`src/rtl/idex_stage_reg.sv`:
```
`default_nettype none
// ============================================================================
// Module   : idex_stage_reg
// Purpose  : ID/EX pipeline register with load-use stall and bubble injection.
//            Optional WB->ID bypass of read data under `IDEX_WB_BYPASS_EN.
// Revision : 1.0 - initial release
// ============================================================================
module idex_stage_reg #(
  parameter int DATA_W   = 32,
  parameter int REG_W    = 5,
  parameter int ALUFUN_W = 6,
  parameter int CNT_W    = 16
) (
  input  logic                clk,
  input  logic                reset,
  input  logic                Hold,
  input  logic                Flush_IDEX,
  input  logic                Valid_ID,
  input  logic [DATA_W-1:0]   PC_ID,
  input  logic [DATA_W-1:0]   Databus1_ID,
  input  logic [DATA_W-1:0]   Databus2_ID,
  input  logic [DATA_W-1:0]   Imm_ID,
  input  logic [REG_W-1:0]    Read_register1_ID,
  input  logic [REG_W-1:0]    Read_register2_ID,
  input  logic [REG_W-1:0]    Rd_ID,
  input  logic                Use_rt_ID,
  input  logic                RegWrite_ID,
  input  logic                MemRead_ID,
  input  logic                MemWrite_ID,
  input  logic                ALUSrc1_ID,
  input  logic                ALUSrc2_ID,
  input  logic [1:0]          MemtoReg_ID,
  input  logic [1:0]          RegDst_ID,
  input  logic [ALUFUN_W-1:0] ALUFun_ID,
  input  logic                RegWrite_MEMWB,
  input  logic [REG_W-1:0]    Write_Register_MEMWB,
  input  logic [DATA_W-1:0]   Databus3_WB,
  output logic [DATA_W-1:0]   PC_IDEX,
  output logic [DATA_W-1:0]   Databus1_IDEX,
  output logic [DATA_W-1:0]   Databus2_IDEX,
  output logic [DATA_W-1:0]   Imm_IDEX,
  output logic [REG_W-1:0]    Read_register1_IDEX,
  output logic [REG_W-1:0]    Read_register2_IDEX,
  output logic [REG_W-1:0]    Rd_IDEX,
  output logic                RegWrite_IDEX,
  output logic                MemRead_IDEX,
  output logic                MemWrite_IDEX,
  output logic                ALUSrc1_IDEX,
  output logic                ALUSrc2_IDEX,
  output logic [1:0]          MemtoReg_IDEX,
  output logic [1:0]          RegDst_IDEX,
  output logic [ALUFUN_W-1:0] ALUFun_IDEX,
  output logic                Valid_IDEX,
  output logic                Stall,
  output logic [CNT_W-1:0]    Bubble_count
);

  typedef struct packed {
    logic [DATA_W-1:0]   pc;
    logic [DATA_W-1:0]   db1;
    logic [DATA_W-1:0]   db2;
    logic [DATA_W-1:0]   imm;
    logic [REG_W-1:0]    rs;
    logic [REG_W-1:0]    rt;
    logic [REG_W-1:0]    rd;
    logic                regwrite;
    logic                memread;
    logic                memwrite;
    logic                alusrc1;
    logic                alusrc2;
    logic [1:0]          memtoreg;
    logic [1:0]          regdst;
    logic [ALUFUN_W-1:0] alufun;
    logic                valid;
  } idex_t;

  localparam logic [CNT_W-1:0] c_CNT_MAX = {CNT_W{1'b1}};

  idex_t            stage_q, stage_d;
  logic [CNT_W-1:0] bubble_cnt_q, bubble_cnt_d;
  logic             w_haz;
  logic             w_bubble;
  logic [DATA_W-1:0] w_db1_sel;
  logic [DATA_W-1:0] w_db2_sel;

`ifdef IDEX_WB_BYPASS_EN
  // Register file lacks write-before-read, so take the value WB is writing now.
  logic w_byp1, w_byp2;
  assign w_byp1 = RegWrite_MEMWB && (Write_Register_MEMWB != '0) &&
                  (Write_Register_MEMWB == Read_register1_ID);
  assign w_byp2 = RegWrite_MEMWB && (Write_Register_MEMWB != '0) &&
                  (Write_Register_MEMWB == Read_register2_ID);
  assign w_db1_sel = w_byp1 ? Databus3_WB : Databus1_ID;
  assign w_db2_sel = w_byp2 ? Databus3_WB : Databus2_ID;
`else
  logic unused_bypass;
  assign unused_bypass = &{1'b0, RegWrite_MEMWB, Write_Register_MEMWB, Databus3_WB};
  assign w_db1_sel = Databus1_ID;
  assign w_db2_sel = Databus2_ID;
`endif

  assign w_haz = stage_q.valid && stage_q.memread && (stage_q.rt != '0) &&
                 ((stage_q.rt == Read_register1_ID) ||
                  (Use_rt_ID && (stage_q.rt == Read_register2_ID)));
  assign Stall    = w_haz && !Flush_IDEX && Valid_ID;
  assign w_bubble = Flush_IDEX || Stall;

  always_comb begin
    stage_d      = stage_q;
    bubble_cnt_d = bubble_cnt_q;
    if (!Hold) begin
      if (w_bubble) begin
        // Zeroed register numbers keep the forwarding unit from matching.
        stage_d = '0;
        if (bubble_cnt_q != c_CNT_MAX) begin
          bubble_cnt_d = bubble_cnt_q + 1'b1;
        end
      end else begin
        stage_d.pc       = PC_ID;
        stage_d.db1      = w_db1_sel;
        stage_d.db2      = w_db2_sel;
        stage_d.imm      = Imm_ID;
        stage_d.rs       = Read_register1_ID;
        stage_d.rt       = Read_register2_ID;
        stage_d.rd       = Rd_ID;
        stage_d.regwrite = RegWrite_ID & Valid_ID;
        stage_d.memread  = MemRead_ID  & Valid_ID;
        stage_d.memwrite = MemWrite_ID & Valid_ID;
        stage_d.alusrc1  = ALUSrc1_ID  & Valid_ID;
        stage_d.alusrc2  = ALUSrc2_ID  & Valid_ID;
        stage_d.memtoreg = MemtoReg_ID & {2{Valid_ID}};
        stage_d.regdst   = RegDst_ID   & {2{Valid_ID}};
        stage_d.alufun   = ALUFun_ID   & {ALUFUN_W{Valid_ID}};
        stage_d.valid    = Valid_ID;
      end
    end
  end

  always_ff @(posedge clk or negedge reset) begin
    if (!reset) begin
      stage_q      <= '0;
      bubble_cnt_q <= '0;
    end else begin
      stage_q      <= stage_d;
      bubble_cnt_q <= bubble_cnt_d;
    end
  end

  assign PC_IDEX             = stage_q.pc;
  assign Databus1_IDEX       = stage_q.db1;
  assign Databus2_IDEX       = stage_q.db2;
  assign Imm_IDEX            = stage_q.imm;
  assign Read_register1_IDEX = stage_q.rs;
  assign Read_register2_IDEX = stage_q.rt;
  assign Rd_IDEX             = stage_q.rd;
  assign RegWrite_IDEX       = stage_q.regwrite;
  assign MemRead_IDEX        = stage_q.memread;
  assign MemWrite_IDEX       = stage_q.memwrite;
  assign ALUSrc1_IDEX        = stage_q.alusrc1;
  assign ALUSrc2_IDEX        = stage_q.alusrc2;
  assign MemtoReg_IDEX       = stage_q.memtoreg;
  assign RegDst_IDEX         = stage_q.regdst;
  assign ALUFun_IDEX         = stage_q.alufun;
  assign Valid_IDEX          = stage_q.valid;
  assign Bubble_count        = bubble_cnt_q;

endmodule
`default_nettype wire

```
`config.mk`:
```
export PLATFORM = sky130hd
export DESIGN_NAME = idex_stage_reg
export DESIGN_NICKNAME = d
export VERILOG_FILES = /design/src/rtl/idex_stage_reg.sv
export SDC_FILE = /design/constraint.sdc
export NUM_CORES = 1
export LEC_CHECK = 0
export CORE_ASPECT_RATIO = 0.6
export CORE_MARGIN = 5
export CORE_UTILIZATION = 38
export CTS_BUF_LIST = sky130_fd_sc_hd__clkbuf_4
export CTS_CLUSTER_DIAMETER = 100
export DETAILED_ROUTE_END_ITERATION = 8
export HOLD_SLACK_MARGIN = 0.02
export PLACE_DENSITY = 0.89
export SYNTH_ARGS = -nofsm -noshare
export SYNTH_HDL_FRONTEND = slang
export SYNTH_SLANG_ARGS = --single-unit
```
`constraint.sdc`:
```
create_clock -name clk -period 2.3 [get_ports clk]
set_input_delay 0.575 -clock clk [delete_from_list [all_inputs] [get_ports clk]]
set_output_delay 0.575 -clock clk [all_outputs]
set_load 0.02 [all_outputs]
```
==> impl_metrics.env, run 1 <==
export IMPL_outcome="complete, but fails checks"
export IMPL_violations="setup timing"
export IMPL_clk_path_buf_depth=2
export IMPL_rsz0062_at_grt="yes"
export IMPL_grt_pass1_wl_um=33100
export IMPL_io_buffers=339
export IMPL_drc=0
export IMPL_drive_gt1_frac=0.0917
export IMPL_dieHeight_um=111
export IMPL_crit_fanout=2
export IMPL_die_area_um2=19800
export IMPL_num_rows=36
export IMPL_die_x_um=178
export IMPL_skew_ns=0.0267
export IMPL_num_vias=5358
export IMPL_max_vdd_ir_drop_mv=0.357
export IMPL_grt_max_degree=125
export IMPL_yosys_top_cells_count="dfrtp_1 (175), a22o_1 (158), clkbuf_1 (25)"
export IMPL_path_class="reg -> out"
export IMPL_critPathLaunchType="flop"
export IMPL_min_period_ns=2.52
export IMPL_avgViaCountPerCell=5.12
export IMPL_timing_hold_ws_ns=0.521
export IMPL_synth_area_top_cells="dfrtp_1 (68%), a22o_1 (21%), xnor2_1 (1.9%)"
export IMPL_io_pins=378
export IMPL_clkTransAtPathRegs_ns=0.15
export IMPL_syn_cell_area_um2=6460
export IMPL_initial_core_util=0.393
export IMPL_hold_viol=0
export IMPL_r2r_start="Read_register2_IDEX[3]"
export IMPL_antenna_found_initial=1
export IMPL_leakage_uw=0.00490
export IMPL_synth_most_common_cell="dfrtp_1"
export IMPL_cts_root_buffer_cell="clkbuf_4"
export IMPL_synth_nets=652
export IMPL_synth_warnings=0
export IMPL_synth_top_area_frac=0.678
export IMPL_ys_seq_elements=175
export IMPL_path_depth=4
export IMPL_slowest_stage="or4_4"
export IMPL_nNetsFinal=1009
export IMPL_cap_violations=0
export IMPL_endpoint_kind="output port"
export IMPL_syn_area_per_cell_um2=14.4
export IMPL_grt_overflow=0
export IMPL_insertion_delay_ns=0.54
export IMPL_cts_buffers=17
export IMPL_wl_um=21700
export IMPL_arrival_ns=1.95
export IMPL_grt_pass1_vias=5650
export IMPL_hold_path_class="reg -> reg"
export IMPL_maxSlewHeadroom=0.606
export IMPL_setup_viol=1
export IMPL_cts_tree="yes"
export IMPL_wl_per_cell_um=20.7
export IMPL_crit_family="simple AND/OR/NAND/NOR gates"
export IMPL_gp_congestion=0.853
export IMPL_h_tree_depth=4
export IMPL_post_place_ws_ns=-0.590
export IMPL_critPathMaxStageDelay_ns=0.53
export IMPL_drt_pass1_iter_count=6
export IMPL_reg2reg_depth=7
export IMPL_synth_ff_type="dfrtp_1"
export IMPL_crit_start="Read_register2_IDEX[3]"
export IMPL_clock_sinks=175
export IMPL_area_growth_pct=65.9
export IMPL_r2r_setup_slack_ns=0.06
export IMPL_critical_path_endpoint="Stall"
export IMPL_finalCritPeriodShare=1.10
export IMPL_max_freq_mhz=396
export IMPL_r2r_end="Rd_IDEX[1]"
export IMPL_fin_ws_ns=-0.224
export IMPL_drv_slew=0
export IMPL_tightest_slew_ns=0.590
export IMPL_grtUsageTotal=0.214
export IMPL_synth_cells=449
export IMPL_ant_nets=0
export IMPL_synth_edf_count=0
export IMPL_dpl_hpwl_um=16300
export IMPL_synth_async_sr_flop_share=1.00
export IMPL_synth_area_leader_cell="dfrtp_1"
export IMPL_netlist_cell_type_count=31
export IMPL_cts_setup_buffers=0
export IMPL_path_buf_inv=1
export IMPL_path_cells="or4_4 > o21a_1 > and2_4 > buf_6"
export IMPL_core_area_um2=16400
export IMPL_p_per_area_nw_per_um2=671
export IMPL_critPathRequiredTime_ns=1.73
export IMPL_drt_first_iter_violations=297
export IMPL_ys_seq_area_frac=0.678
-- worst min path at each step --
stage                           start           endpoint  cells after the start
global placement    Databus1_IDEX[28]  Databus1_IDEX[28]                      1
floorplan                       reset     ALUFun_IDEX[0]                      0
CTS                             reset         PC_IDEX[5]                      2
global route                    reset         PC_IDEX[5]                      2
detailed placement  Databus2_IDEX[25]  Databus2_IDEX[25]                      1
finish                   ALUSrc1_IDEX       ALUSrc1_IDEX                      1
-- power by group --
group	leakage (uW)	switching [uW]	total (uW)	internal (uW)
logic	0.00245	808	1760	949
clock network	0.000168	1100	1890	792
registers	0.00227	204	3540	3340
total	0.00490	2110	7190	5080
-- registers in the layout, indices dropped and copies added (netlist names), 2 cells and up --
name	cells
Databus1_IDEX	32
Databus2_IDEX	32
Imm_IDEX	32
PC_IDEX	32
Bubble_count	16
ALUFun_IDEX	6
Rd_IDEX	5
Read_register1_IDEX	5
Read_register2_IDEX	5
MemtoReg_IDEX	2
RegDst_IDEX	2
-- placed cells by master, fill, tap and decap left out, types with 2 or more instances in the layout --
cell | synthesis | routed
a22o_1 | 158 | 158
and3_1 | 2 | 2
and4_1 | 2 | 2
buf_12 | 0 | 6
buf_4 | 1 | 26
buf_6 | 0 | 3
bufinv_16 | 0 | 3
clkbuf_4 | 0 | 18
clkdlybuf4s50_1 | 0 | 324
clkinv_4 | 0 | 2
dfrtp_1 | 175 | 174
dlygate4sd2_1 | 0 | 3
dlymetal6s2s_1 | 0 | 9
inv_1 | 4 | 4
inv_6 | 0 | 4
inv_8 | 0 | 2
nand2_1 | 7 | 7
nand3_1 | 7 | 7
nand4_1 | 3 | 3
nor2_1 | 5 | 5
nor3_1 | 8 | 8
xnor2_1 | 14 | 14
xor2_1 | 11 | 11
-- cells by family after synthesis --
| family | after synthesis | share of synthesized area |
|---|---|---|
| multiplexers | 1 | 0.00174 |
| AND/OR/NAND/NOR | 41 | 0.0341 |
| AO/OA/AOI/OAI | 166 | 0.225 |
| buffers and inverters | 40 | 0.0258 |
| XOR/XNOR | 25 | 0.0339 |
| flip-flops | 175 | 0.678 |
| adder cells (fa/ha/maj) | 1 | 0.00194 |
-- routing by layer --
metal,global-route usage,up-vias,share of wire
met3,0.0637,20,0.076
met2,0.350,218,0.49
met4,0.0491,0,0.012
met5,0,-,0
li1,-,2426,-
met1,0.282,2694,0.43
-- area by class of cell --
class / instances / area (um2)
clock inverters: 13 / 178
repair buffers: 374 / 3790
well taps: 228 / 285
clock buffers: 18 / 135
multi-input cells: 234 / 1930
flip-flops and latches: 175 / 4380
diodes: 1 / 2.50
inverters: 4 / 15.0
fillers: 1205 / 5720
-- timing repair --
item                                    in CTS  in global routing
endpoints found under the setup margin       4                 54
hold buffers                                 1                  0
pin swaps                                    2                  2
cloned                                       0                  1
resized for setup                           12                 12
endpoints found under the hold margin       48                  0
-- per-stage QoR --
stage               instance area, um2  power, uW  cells   util  TNS (ns)
detailed placement               10300       5360   1013  0.628    -29.71
global route                     10700       7510   1047  0.652    -0.359
floorplan                         6460       4260    449      -         0
finish                           10700       7190   1047  0.652    -0.224
global placement                 10300       5320   1013  0.628    -23.28
CTS                              10700       7250   1045  0.648    -0.298
-- worst reg2reg max path: cells and delay by family, from the launching register on --
family / cells / cell delay (ns)
buffers and inverters: 3 / 0.55
DFF: 1 / 0.41
and+or+nand+nor: 1 / 0.53
AOI/OAI and AO/OA: 3 / 0.67
Power figures use the tool's default switching activity.
==> run 2: changes to the inputs <==
Settings changed: CORE_AREA set to 2 2 146 148, CORE_ASPECT_RATIO 0.6 to not set, CORE_MARGIN 5 to not set, CORE_UTILIZATION 38 to not set, DIE_AREA set to 0 0 148 150, PLACE_DENSITY 0.89 to 0.77, TNS_END_PERCENT set to 1.
==> impl_metrics.env, run 2 (synthesized netlist as in run 1, its figures left out) <==
export IMPL_die_area_um2=22200
export IMPL_p_per_area_nw_per_um2=657
export IMPL_num_rows=53
export IMPL_setup_tns_final_ns=-3.91
export IMPL_arrival_ns=2.07
export IMPL_multi_input_comb_area_um2=2030
export IMPL_cp_common_cell="buf_6"
export IMPL_skew_ns=0.0177
export IMPL_crit_fanout=2
export IMPL_area_growth_pct=70.1
export IMPL_final_cell_mix="clkdlybuf4s50_1 (313), dfrtp_1 (175), a22o_1 (158)"
export IMPL_initial_core_util=0.312
export IMPL_tightest_slew_ns=0.789
export IMPL_layout_commonest_cell="clkdlybuf4s50_1"
export IMPL_core_area_um2=20700
export IMPL_hold_viol=0
export IMPL_max_vdd_ir_drop_mv=0.447
export IMPL_grtUsageTotal=0.178
export IMPL_leakage_uw=0.00503
export IMPL_antenna_found_initial=0
export IMPL_wl_per_cell_um=18.6
export IMPL_grt_pass1_vias=5521
export IMPL_cts_buffers=17
export IMPL_min_period_ns=2.64
export IMPL_grt_pass1_wl_um=30900
export IMPL_dieHeight_um=150
export IMPL_crit_start="Read_register2_ID[2]"
export IMPL_path_cells="clkdlybuf4s50_1 > xnor2_4 > nand4_1 > o22ai_2 > buf_6 > and2_4 > buf_6"
export IMPL_path_buf_inv=3
export IMPL_hold_path_class="in -> async"
export IMPL_cts_tree="yes"
export IMPL_cap_violations=0
export IMPL_clock_sinks=175
export IMPL_clkTransAtPathRegs_ns=0.17
export IMPL_avgViaCountPerCell=4.92
export IMPL_finalCritPeriodShare=1.15
export IMPL_outcome="complete, but fails checks"
export IMPL_num_vias=5443
export IMPL_drt_first_iter_violations=217
export IMPL_max_freq_mhz=378
export IMPL_critPathRequiredTime_ns=1.73
export IMPL_wl_um=20600
export IMPL_io_buffers=339
export IMPL_clk_path_buf_depth=2
export IMPL_drt_pass1_iter_count=6
export IMPL_insertion_delay_ns=0.55
export IMPL_cts_root_buffer_cell="clkbuf_4"
export IMPL_gp_congestion=0.856
export IMPL_rsz0062_at_grt="yes"
export IMPL_io_pins=378
export IMPL_maxSlewHeadroom=0.474
export IMPL_violations="setup timing"
export IMPL_register_area_um2=4380
export IMPL_path_class="in -> out"
export IMPL_timing_hold_ws_ns=0.456
export IMPL_grt_max_degree=89
export IMPL_finalPower_uw=7220
export IMPL_critPathLaunchType="input port"
export IMPL_die_x_um=148
export IMPL_final_core_util=0.531
export IMPL_ant_nets=0
export IMPL_h_tree_depth=4
export IMPL_dp_cells=1060
export IMPL_crit_family="buffers and inverters"
export IMPL_endpoint_kind="output port"
export IMPL_critPathMaxStageDelay_ns=0.60
export IMPL_drive_gt1_frac=0.125
export IMPL_grt_overflow=0
export IMPL_dpl_hpwl_um=14500
export IMPL_drc=0
export IMPL_drv_slew=0
export IMPL_fin_ws_ns=-0.343
export IMPL_antenna_cells=0
export IMPL_fin_cells=1107
export IMPL_nNetsFinal=1022
export IMPL_fillCellCount=1768
export IMPL_r2r_start="Read_register2_IDEX[1]"
export IMPL_slowest_stage="clkdlybuf4s50_1"
export IMPL_setup_viol=38
[run 2: final timing paths]
check / end / slack, ns / cells past startpoint
max in group asynchronous: Imm_IDEX[4] / 1.20 / 3
setup / recovery: Stall / -0.34 / 7
hold / removal: Bubble_count[0] / 0.46 / 2
min in group clk: ALUFun_IDEX[5] / 0.52 / 1
setup reg to reg: Bubble_count[13] / -0.23 / 14
hold reg to reg: ALUFun_IDEX[5] / 0.52 / 1
[run 2: metal layers]
layer,up-vias,global-route usage,wire length [um]
li1,2447,-,-
met1,2687,0.217,8310
met2,263,0.288,9980
met3,46,0.0698,1720
met4,0,0.0638,608
met5,-,0,0
[run 2: report_power, final]
part           internal [uW]  switching [uW]
Sequential              3340             199
Combinational            961             808
Clock                    708            1210
Total                   5000            2220
[run 2: area by class of cell]
| class | count | share of cell area |
|---|---|---|
| clock inverter | 15 | 0.0180 |
| timing repair buffer | 387 | 0.355 |
| tap | 275 | 0.0313 |
| sequential | 175 | 0.399 |
| clock buffer | 17 | 0.0116 |
| multi-input combinational | 234 | 0.184 |
| inverter | 4 | 0.00137 |
[run 2: metrics by stage]
stage / instance area [um2] / setup slack [ns]
2_1_floorplan: 6460 / 0.0974
3_3_place_gp: 10400 / -0.806
3_5_place_dp: 10400 / -0.781
4_1_cts: 10800 / -0.330
5_1_grt: 11000 / -0.431
6_report: 11000 / -0.343
[run 2: repair_timing]
item | 4_1_cts | 5_1_grt
setup buffers | 12 | 2
endpoints found under the hold margin | 32 | 0
hold buffers | 1 | 0
setup endpoints to repair | 12 | 181
pin swaps | 4 | 12
resized for setup | 24 | 32
==> run 3: changes to the inputs <==
Settings changed: SLEW_MARGIN set to 15.
==> results of run 3 <==
Final layout, timing and power as in run 2 (identical DEF).
